<file path="src/rtl/bmp_pkg.sv">
// bmp_pkg: shared types and constants for the BMP pixel source.
//   bmp_state_e   - frame sequencer states
//   PH_B/G/R      - byte phase within one stored pixel (BMP stores B,G,R)
//   row_pad()     - bytes needed to bring a row of `w` pixels to a 4-byte boundary
package bmp_pkg;

  typedef enum logic [1:0] {
    ST_IDLE  = 2'd0,
    ST_FETCH = 2'd1,
    ST_DRAIN = 2'd2,
    ST_FIN   = 2'd3
  } bmp_state_e;

  localparam int BYTES_PER_PIXEL = 3;
  localparam int ROW_ALIGN       = 4;

  localparam logic [1:0] PH_B = 2'd0;
  localparam logic [1:0] PH_G = 2'd1;
  localparam logic [1:0] PH_R = 2'd2;

  // Only the low two bits of the width matter for alignment to 4 bytes.
  function automatic logic [1:0] row_pad(input logic [1:0] w_lo);
    logic [1:0] m;
    m = w_lo * BYTES_PER_PIXEL[1:0];
    return 2'(ROW_ALIGN - int'(m));
  endfunction

endpackage

</file>
<file path="src/rtl/bmp_addr_gen.sv">
// bmp_addr_gen: byte address sequencer for bottom-up 24-bit BMP pixel data.
// Owns the byte-phase, column and row counters and the address register.
//   load          - latch base/width/height and restart counters
//   adv           - one read is being issued this cycle; step to the next byte
//   addr          - current read address
//   phase         - byte phase of the current address (PH_B/PH_G/PH_R)
//   last          - current address is the final byte of the frame
// Build option: BMP_ROW_PAD_EN inserts BMP row padding as an address jump.
module bmp_addr_gen
  import bmp_pkg::*;
#(
  parameter int ADDR_W = 20,
  parameter int DIM_W  = 16
) (
  input  logic              clk,
  input  logic              rst,
  input  logic              load,
  input  logic              adv,
  input  logic [ADDR_W-1:0] base,
  input  logic [DIM_W-1:0]  width,
  input  logic [DIM_W-1:0]  height,
  output logic [ADDR_W-1:0] addr,
  output logic [1:0]        phase,
  output logic              last
);

  logic [ADDR_W-1:0] addr_q, step;
  logic [1:0]        ph_q;
  logic [DIM_W-1:0]  col_q, row_q, w_q, h_q;
  logic              col_last, row_last, row_end;

  assign col_last = (col_q == w_q - 1'b1);
  assign row_last = (row_q == h_q - 1'b1);
  assign row_end  = (ph_q == PH_R) && col_last;

  assign addr  = addr_q;
  assign phase = ph_q;
  assign last  = row_end && row_last;

  // The pad is folded into the step after the row's final byte, so padding
  // costs no extra read cycles.
  always_comb begin
    step = ADDR_W'(1);
`ifdef BMP_ROW_PAD_EN
    if (row_end) step = ADDR_W'(1) + ADDR_W'(row_pad(w_q[1:0]));
`endif
  end

  always_ff @(posedge clk) begin
    if (rst) begin
      addr_q <= '0;
      ph_q   <= PH_B;
      col_q  <= '0;
      row_q  <= '0;
      w_q    <= '0;
      h_q    <= '0;
    end else if (load) begin
      addr_q <= base;
      ph_q   <= PH_B;
      col_q  <= '0;
      row_q  <= '0;
      w_q    <= width;
      h_q    <= height;
    end else if (adv) begin
      addr_q <= addr_q + step;
      if (ph_q == PH_R) begin
        ph_q <= PH_B;
        if (col_last) begin
          col_q <= '0;
          row_q <= row_q + 1'b1;
        end else begin
          col_q <= col_q + 1'b1;
        end
      end else begin
        ph_q <= ph_q + 2'd1;
      end
    end
  end

endmodule

</file>
<file path="src/rtl/bmp_pixel_src.sv">
// bmp_pixel_src: replays a stored 24-bit BMP frame as a camera pixel stream.
//   start_i/base_addr_i/width_i/height_i - frame request (sampled in IDLE only)
//   mem_rd_o/mem_addr_o/mem_data_i       - byte memory, 1-cycle read latency
//   cam_red/green/blue_o, cam_done_o     - reassembled pixel + 1-cycle strobe
//   busy_o                               - high while fetching or draining
//   frame_done_o                         - 1-cycle end-of-frame pulse
// Build option: BMP_ROW_PAD_EN skips BMP row padding (see bmp_addr_gen).
module bmp_pixel_src
  import bmp_pkg::*;
#(
  parameter int ADDR_W = 20,
  parameter int DIM_W  = 16
) (
  input  logic              clk,
  input  logic              rst,
  input  logic              start_i,
  input  logic [ADDR_W-1:0] base_addr_i,
  input  logic [DIM_W-1:0]  width_i,
  input  logic [DIM_W-1:0]  height_i,
  output logic              mem_rd_o,
  output logic [ADDR_W-1:0] mem_addr_o,
  input  logic [7:0]        mem_data_i,
  output logic [7:0]        cam_red_o,
  output logic [7:0]        cam_green_o,
  output logic [7:0]        cam_blue_o,
  output logic              cam_done_o,
  output logic              busy_o,
  output logic              frame_done_o
);

  bmp_state_e state, next;
  logic       load, adv, last, drain_cnt;
  logic [1:0] phase;
  logic       rd_q;
  logic [1:0] ph_q;
  logic [7:0] hold_b, hold_g;

  assign load         = (state == ST_IDLE) && start_i;
  assign adv          = (state == ST_FETCH);
  assign mem_rd_o     = adv;
  assign busy_o       = (state == ST_FETCH) || (state == ST_DRAIN);
  assign frame_done_o = (state == ST_FIN);

  bmp_addr_gen #(.ADDR_W(ADDR_W), .DIM_W(DIM_W)) u_addr (
    .clk    (clk),
    .rst    (rst),
    .load   (load),
    .adv    (adv),
    .base   (base_addr_i),
    .width  (width_i),
    .height (height_i),
    .addr   (mem_addr_o),
    .phase  (phase),
    .last   (last)
  );

  always_ff @(posedge clk) begin
    if (rst) state <= ST_IDLE;
    else     state <= next;
  end

  always_comb begin
    next = state;
    case (state)
      ST_IDLE:  if (start_i)
                  next = (width_i != '0 && height_i != '0) ? ST_FETCH : ST_FIN;
      ST_FETCH: if (last) next = ST_DRAIN;
      ST_DRAIN: if (drain_cnt) next = ST_FIN;
      ST_FIN:   next = ST_IDLE;
      default:  next = ST_IDLE;
    endcase
  end

  // Two drain cycles: one for the memory latency, one for the output register.
  always_ff @(posedge clk) begin
    if (rst)                    drain_cnt <= 1'b0;
    else if (state == ST_DRAIN) drain_cnt <= ~drain_cnt;
    else                        drain_cnt <= 1'b0;
  end

  // rd_q/ph_q tag the byte arriving this cycle; clearing rd_q on reset drops
  // any read still in flight.
  always_ff @(posedge clk) begin
    if (rst) begin
      rd_q        <= 1'b0;
      ph_q        <= PH_B;
      hold_b      <= '0;
      hold_g      <= '0;
      cam_red_o   <= '0;
      cam_green_o <= '0;
      cam_blue_o  <= '0;
      cam_done_o  <= 1'b0;
    end else begin
      rd_q       <= adv;
      ph_q       <= phase;
      cam_done_o <= 1'b0;
      if (rd_q) begin
        case (ph_q)
          PH_B: hold_b <= mem_data_i;
          PH_G: hold_g <= mem_data_i;
          PH_R: begin
            cam_blue_o  <= hold_b;
            cam_green_o <= hold_g;
            cam_red_o   <= mem_data_i;
            cam_done_o  <= 1'b1;
          end
          default: ;
        endcase
      end
    end
  end

endmodule

</file>
<file path="config.mk">
export PLATFORM = sky130hd
export DESIGN_NAME = bmp_pixel_src
export DESIGN_NICKNAME = d
export VERILOG_FILES = /design/src/rtl/bmp_pkg.sv /design/src/rtl/bmp_addr_gen.sv /design/src/rtl/bmp_pixel_src.sv
export SDC_FILE = /design/constraint.sdc
export NUM_CORES = 1
export LEC_CHECK = 0
export CAP_MARGIN = 20
export CORE_MARGIN = 1.5
export CORE_UTILIZATION = 59
export CTS_BUF_LIST = sky130_fd_sc_hd__clkbuf_4
export CTS_CLUSTER_SIZE = 30
export DETAILED_ROUTE_END_ITERATION = 8
export PLACE_DENSITY = 0.88
export SYNTH_ARGS = -nofsm -noshare
export SYNTH_HDL_FRONTEND = slang
export SYNTH_SLANG_ARGS = --single-unit
</file>
<file path="constraint.sdc">
create_clock -name clk -period 7.01 [get_ports clk]
set_clock_uncertainty 0.2 [all_clocks]
set_input_delay 1.402 -clock clk [delete_from_list [all_inputs] [get_ports clk]]
set_output_delay 1.402 -clock clk [all_outputs]
set_load 0.005 [all_outputs]
</file>
==> metrics.txt, run 1 <==
Post-CTS Resized=0; port buffer count=110; multiplexer area fraction after synthesis=0.0320; number of global-route vias before repair=5825; Critical Path Fanout Max=10; DRT Pass-1 Iters=5; HP Class=flip-flop to flip-flop; Die Span Y=109 µm; critical path, cell by cell=inv_1 > ha_1 > clkdlybuf4s50_1; sequential power share=0.443; Max Transition Viols Final=0; placed cells=1026; Avg Cell Area, Syn=8.03 µm²; CTS max path bufs=2; die area=0.0118 mm²; io pins=111; post-route setup TNS=0 ns; final worst slack=3.36 ns; antenna violations before repair=0; sequential share of the synthesized area=0.405; cell internal pwr=1330 µW; total grt overflow=0; Fillers=820; Layout area overhead=21.2%; Tightest Pin Transition=1.04 ns; Sink Count=133; Clk pwr share=0.234; GRT Util Overall=0.292; clock period minus worst slack=3.65 ns; worst hold margin=0.261 ns; share of layout cells above drive strength 1=0.0468; Synth Warn #=0; most frequent cells in the layout=nand2_1 (155), dfxtp_1 (133), clkdlybuf4s50_1 (109); Root Driver=clkbuf_4; Post-CTS Repair Setup Buffers=0; Sw Share=0.368; combinational power share=0.323; critical path's slowest cell=clkdlybuf4s50_1; CP Class=flip-flop to output pin; Synth Area in Simple Gates=0.274; hpwl dp=11900 µm; Area contributors post-synth=dfxtp_1 (40%), nand2_1 (8.9%), a21oi_1 (5.5%); Synth Instances=819; DR WL/cell=15.8 µm; flop2flop setup slack=3.61 ns; family with the most delay on the worst path=buffers and inverters; crit share post-route=0.521; Max VDD drop=0.213 mV; Clock Latency Late Sink=0.55 ns; EDFF count, synth=0; Buf/Inv on CP=2; antenna cells=0; Core ar.=0.0108 mm²; post-route cell area=0.00798 mm²; DP Worst Slack=3.00 ns; Setup violations, final=0; fmax=274 MHz; drt drc=0; Core Rows=38; Vias/cell=5.94; xor/xnor share of the synthesized area=0.0879; Final Non-Filler Cells=1058; Yosys top cell area share=0.405; GPL Wtd Cong=0.952; Clk pin slew, worst setup/hold paths=0.12 ns; clock tree from TritonCTS=built; Die W=109 µm; largest family of logic cells by synthesized area=simple AND/OR/NAND/NOR gates; #FFs+latches synth=133; H-tree Lvls=4; Vias=6286; WP data arrival=2.05 ns; commonest non-fill, non-tap cell in the layout=nand2_1; # nets final=979; ys async rst share=0; RSZ-0062 raised after global routing=no; Main synth FF type=dfxtp_1; post-synthesis compound-gate area fraction=0.147; antenna-violating nets left=0; placed inst area=0.00770 mm²; final WL=16700 µm; CP max stage delay=0.59 ns; switching power=775 µW; status=completed; Synth area leader=dfxtp_1; Max transition margin=0.307; initial core utilization=0.607; Initial DRC Count=490; CP endpoint kind=output pin; TritonCTS Buffers=17; Netlist cell types=58; CP startpoint kind=flip-flop; Net Count, Synth=892; CP required=5.41 ns; Leak=0.00286 µW; synthesized area=0.00658 mm²; largest net degree at the start of global routing=106; first-pass GRT wire length=27100 µm; Hold Buf Count CTS=0; cell area power density=264 mW/mm²; max-cap violations=0; Final Hold Fails=0; Adder-Cell Fraction of Synth Area=0.0190
-- power groups by stage --
| stage | sequential, µW | combinational (µW) | clock [µW] |
|---|---|---|---|
| global route | 948 | 751 | 533 |
| detailed placement | 947 | 672 | 0 |
| global placement | 944 | 650 | 0 |
| finish | 935 | 680 | 493 |
| floorplan | 920 | 469 | 0 |
| CTS | 931 | 677 | 499 |
-- cells in the mapped netlist, drive strengths merged (3+ instances only) --
master   instances
or3             16
nand2          156
o2111ai          4
o21ai           16
a21oi           72
ha              10
nor3b            4
xor2            40
nor4            21
mux2i           21
o311ai           3
nor2            77
nand2b          11
nand3           20
o21bai           3
or2              4
xnor2           26
a311oi           7
a211oi          18
inv             15
nor3             7
dfxtp          133
nand4b           4
and4             3
clkbuf          44
nand4           18
o211ai           8
nand3b           3
and3             9
nor2b            4
or4              9
a31oi            4
-- per-layer routing --
layer  GRT usage  share of wire  vias up
met4      0.0771          0.010        0
met3      0.0983          0.082       21
met5           0              0        -
li1            -              -     3056
met1       0.383           0.45     2982
met2       0.457           0.46      227
-- layout make-up --
type                    instances  area, µm²  share of cell area
repair buffers                114       1140               0.142
flip-flops and latches        133       2660               0.334
multi-input cells             625       3690               0.462
clock buffers                  18        135              0.0169
well taps                     140        175              0.0220
inverters                      15       56.3             0.00706
clock inverters                13        124              0.0155
-- through the flow --
stage / power (µW) / utilization
3_5_place_dp: 1620 / 0.710
3_3_place_gp: 1590 / 0.710
6_report: 2110 / 0.736
5_1_grt: 2230 / 0.736
4_1_cts: 2110 / 0.734
2_1_floorplan: 1390 / -
-- final timing paths --
kind / startpoint / cells past startpoint / endpoint
min: cam_green_o[0]$_SDFFE_PP0P_ / 2 / cam_green_o[0]$_SDFFE_PP0P_
max reg2reg: u_addr.w_q[0]$_SDFFE_PP0P_ / 10 / u_addr.row_q[9]$_SDFFE_PP0P_
min reg2reg: cam_green_o[0]$_SDFFE_PP0P_ / 2 / cam_green_o[0]$_SDFFE_PP0P_
max: state[1]$_SDFFE_PP0P_ / 3 / mem_rd_o
-- state kept, by name, indices dropped and copies added, names as in the netlist --
signal / flops
rd_q: 1
u_addr.phase: 2
ph_q: 2
u_addr.col_q: 16
u_addr.h_q: 16
cam_red_o: 8
drain_cnt: 1
hold_b: 8
u_addr.row_q: 16
state: 2
hold_g: 8
cam_done_o: 1
cam_green_o: 8
u_addr.addr: 20
u_addr.w_q: 16
cam_blue_o: 8
-- tightest hold or removal path: cells and delay by family (launching register included) --
kind            cells  cell delay, ns
compound gates      1            0.05
simple gates        1            0.05
flops               1            0.33
-- logic make-up after synthesis --
kind of cell / after synthesis
and+or+nand+nor: 375
buffers and inverters: 61
xor gates and xnor gates: 66
DFF: 133
adders and majority gates: 10
AOI/OAI and AO/OA: 153
muxes: 21
Note: power is estimated with default switching activity, not from simulation.
==> run 2, diff against run 1 <==
CORE_UTILIZATION = 50   (was 59)
PLACE_DENSITY = 0.8   (was 0.88)
clock period = 3.1 ns   (was 7.01 ns; I/O delays follow)
==> run 2 against run 1 <==
Compared with the run above:
- clock power grew to 2.6 times the previous value
- count of clock-buffer cells in the layout rose by 1
- highest routed layer unchanged
- core utilization fell by 8.2 points
- critical endpoint is now u_addr.row_q[11]$_SDFFE_PP0P_
- flip-flop and latch count is the same
- combinational power is 140% higher
- global-route usage decreased by 5.5 points
- non-clock buffer count is 23 higher
- register-to-register slack got worse by 3.5 ns
==> metrics.txt, run 2 (same netlist as run 1, synthesis figures left out) <==
Setup violations, final=0 (unchanged); CP Class=flip-flop to flip-flop; Die W=118 µm (+8.4%); crit share post-route=0.976; HP Class=flip-flop to flip-flop; Clk pwr share=0.252 (+0.018); FF-to-FF Start=u_addr.w_q[1]$_SDFFE_PP0P_; port buffer count=110 (unchanged); Hold Crit Start=hold_g[3]$_SDFFE_PP0P_; cell mode on critical path=buf_6; total grt overflow=0 (unchanged); die area=0.0139 mm² (+17%); register area=0.00267 mm² (about the same); Leak=0.00303 µW (+5.9%); Core Rows=41 (+7.9%); most frequent cells in the layout=nand2_1 (155), dfxtp_1 (131), clkdlybuf4s50_1 (109); # nets final=1002 (+2.3%); cell area power density=604 mW/mm² (+130%); number of global-route vias before repair=5805 (-0.34%); GRT Util Overall=0.236 (-0.0553); share of layout cells above drive strength 1=0.0881 (+0.0413); Tightest Pin Transition=0.987 ns (-0.0526 ns); hpwl dp=11300 µm (-4.7%); post-route cell area=0.00832 mm² (+4.3%); antenna cells=0 (unchanged); critical path's slowest cell=or4_1; clock period minus worst slack=3.02 ns; CP startpoint kind=flip-flop; final worst slack=0.0752 ns (-3.28 ns); TritonCTS Buffers=17 (unchanged); worst hold margin=0.259 ns (-0.00213 ns); GPL Wtd Cong=0.892 (-6.3%); antenna violations before repair=0 (unchanged); sequential power share=0.417 (-0.026); Layout area overhead=26.4%; Initial DRC Count=280 (-43%); Max transition margin=0.340 (+0.0331); max reg flops=20 (unchanged); WP data arrival=3.30 ns (+1.25 ns); Max Transition Viols Final=0 (unchanged); placed inst area=0.00791 mm² (+2.8%); commonest non-fill, non-tap cell in the layout=nand2_1; DR WL/cell=14.5 µm (-8.1%); Root Driver=clkbuf_4; Fillers=1118 (+36%); fmax=331 MHz; Clock Latency Late Sink=0.53 ns (-0.02 ns); Setup crit start=u_addr.w_q[1]$_SDFFE_PP0P_; Die Span Y=118 µm (+8.4%); drt drc=0 (unchanged); DP Worst Slack=-0.0372 ns (-3.04 ns); RSZ-0062 raised after global routing=yes; CP endpoint kind=flip-flop; Core ar.=0.0127 mm² (+17%); max-cap violations=0 (unchanged); Sw Share=0.347 (-0.0208); Sink Count=133 (unchanged); CP max stage delay=0.47 ns (-0.12 ns); status=completed; Max VDD drop=0.493 mV (+130%); area of the multi-input gates=0.00375 mm² (+1.7%); final WL=16200 µm (-3.3%); Vias=6220 (-1.0%); Critical Path Fanout Max=8 (-2); cell internal pwr=3280 µW (+150%); critical path, cell by cell=inv_2 > ha_2 > or4b_4 > buf_4 > nor4b_2 > o211ai_1 > a21oi_1 > nand4_1 > buf_6 > buf_6 > or4_1 > nand2_1; CTS max path bufs=2 (unchanged); DRT Pass-1 Iters=5 (unchanged); Final Hold Fails=0 (unchanged); CP required=3.37 ns (-2.04 ns); overall power=5020 µW (+140%); clock tree from TritonCTS=built; first-pass GRT wire length=27300 µm (+0.66%); switching power=1740 µW (+120%); Clk pin slew, worst setup/hold paths=0.13 ns (about the same); Vias/cell=5.58 (-6.0%); initial core utilization=0.517 (-0.0897); largest net degree at the start of global routing=73 (-31%); io pins=111 (unchanged); combinational power share=0.331 (+0.008); antenna-violating nets left=0 (unchanged); H-tree Lvls=4 (unchanged)
run 2: stage by stage:
step / utilization / setup TNS [ns] / instances
2_1_floorplan: - / 0 / 819
3_3_place_gp: 0.622 / 0 / 1081
3_5_place_dp: 0.622 / -0.0888 / 1081
4_1_cts: 0.649 / 0 / 1114
5_1_grt: 0.654 / -0.0476 / 1114
6_report: 0.654 / 0 / 1114
run 2: layout make-up:
type                    instances  area share
clock buffers                  19      0.0172
well taps                     172      0.0259
inverters                      15     0.00677
clock inverters                13      0.0206
repair buffers                137       0.158
flip-flops and latches        133       0.320
multi-input cells             625       0.451
run 2: worst paths after layout:
check / cells past startpoint / endpoint / slack, ns
hold reg to reg: 2 / cam_green_o[3]$_SDFFE_PP0P_ / 0.26
setup reg to reg: 12 / u_addr.row_q[11]$_SDFFE_PP0P_ / 0.08
hold / removal: 2 / cam_green_o[3]$_SDFFE_PP0P_ / 0.26
setup / recovery: 12 / u_addr.row_q[11]$_SDFFE_PP0P_ / 0.08
run 2: per-layer routing:
layer / track usage / wire length (µm) / vias up
li1: - / - / 3101
met1: 0.306 / 7330 / 2908
met2: 0.374 / 7410 / 189
met3: 0.0858 / 1230 / 22
met4: 0.0602 / 212 / 0
met5: 0 / 0 / -
run 2: worst max-delay path, delay by kind of cell (launching register included):
kind                       cells  cell delay [ns]
and+or+nand+nor                5             1.40
DFF                            1             0.36
buffers and inverters          4             0.51
AOI/OAI and AO/OA              2             0.35
adders and majority gates      1             0.16
run 2: timing repair:
action,CTS,global route
gates resized for setup,4,17
endpoints found under the setup margin,10,29
pin swaps,1,11
hold buffers,0,0
gates cloned,0,0
buffers inserted,1,0
run 2: power by group through the flow:
stage	Clock (µW)	Sequential (µW)	Combinational, µW
2_1_floorplan	0	2080	1060
3_3_place_gp	0	2120	1610
3_5_place_dp	0	2120	1630
4_1_cts	1290	2090	1640
5_1_grt	1380	2120	1850
6_report	1270	2090	1660
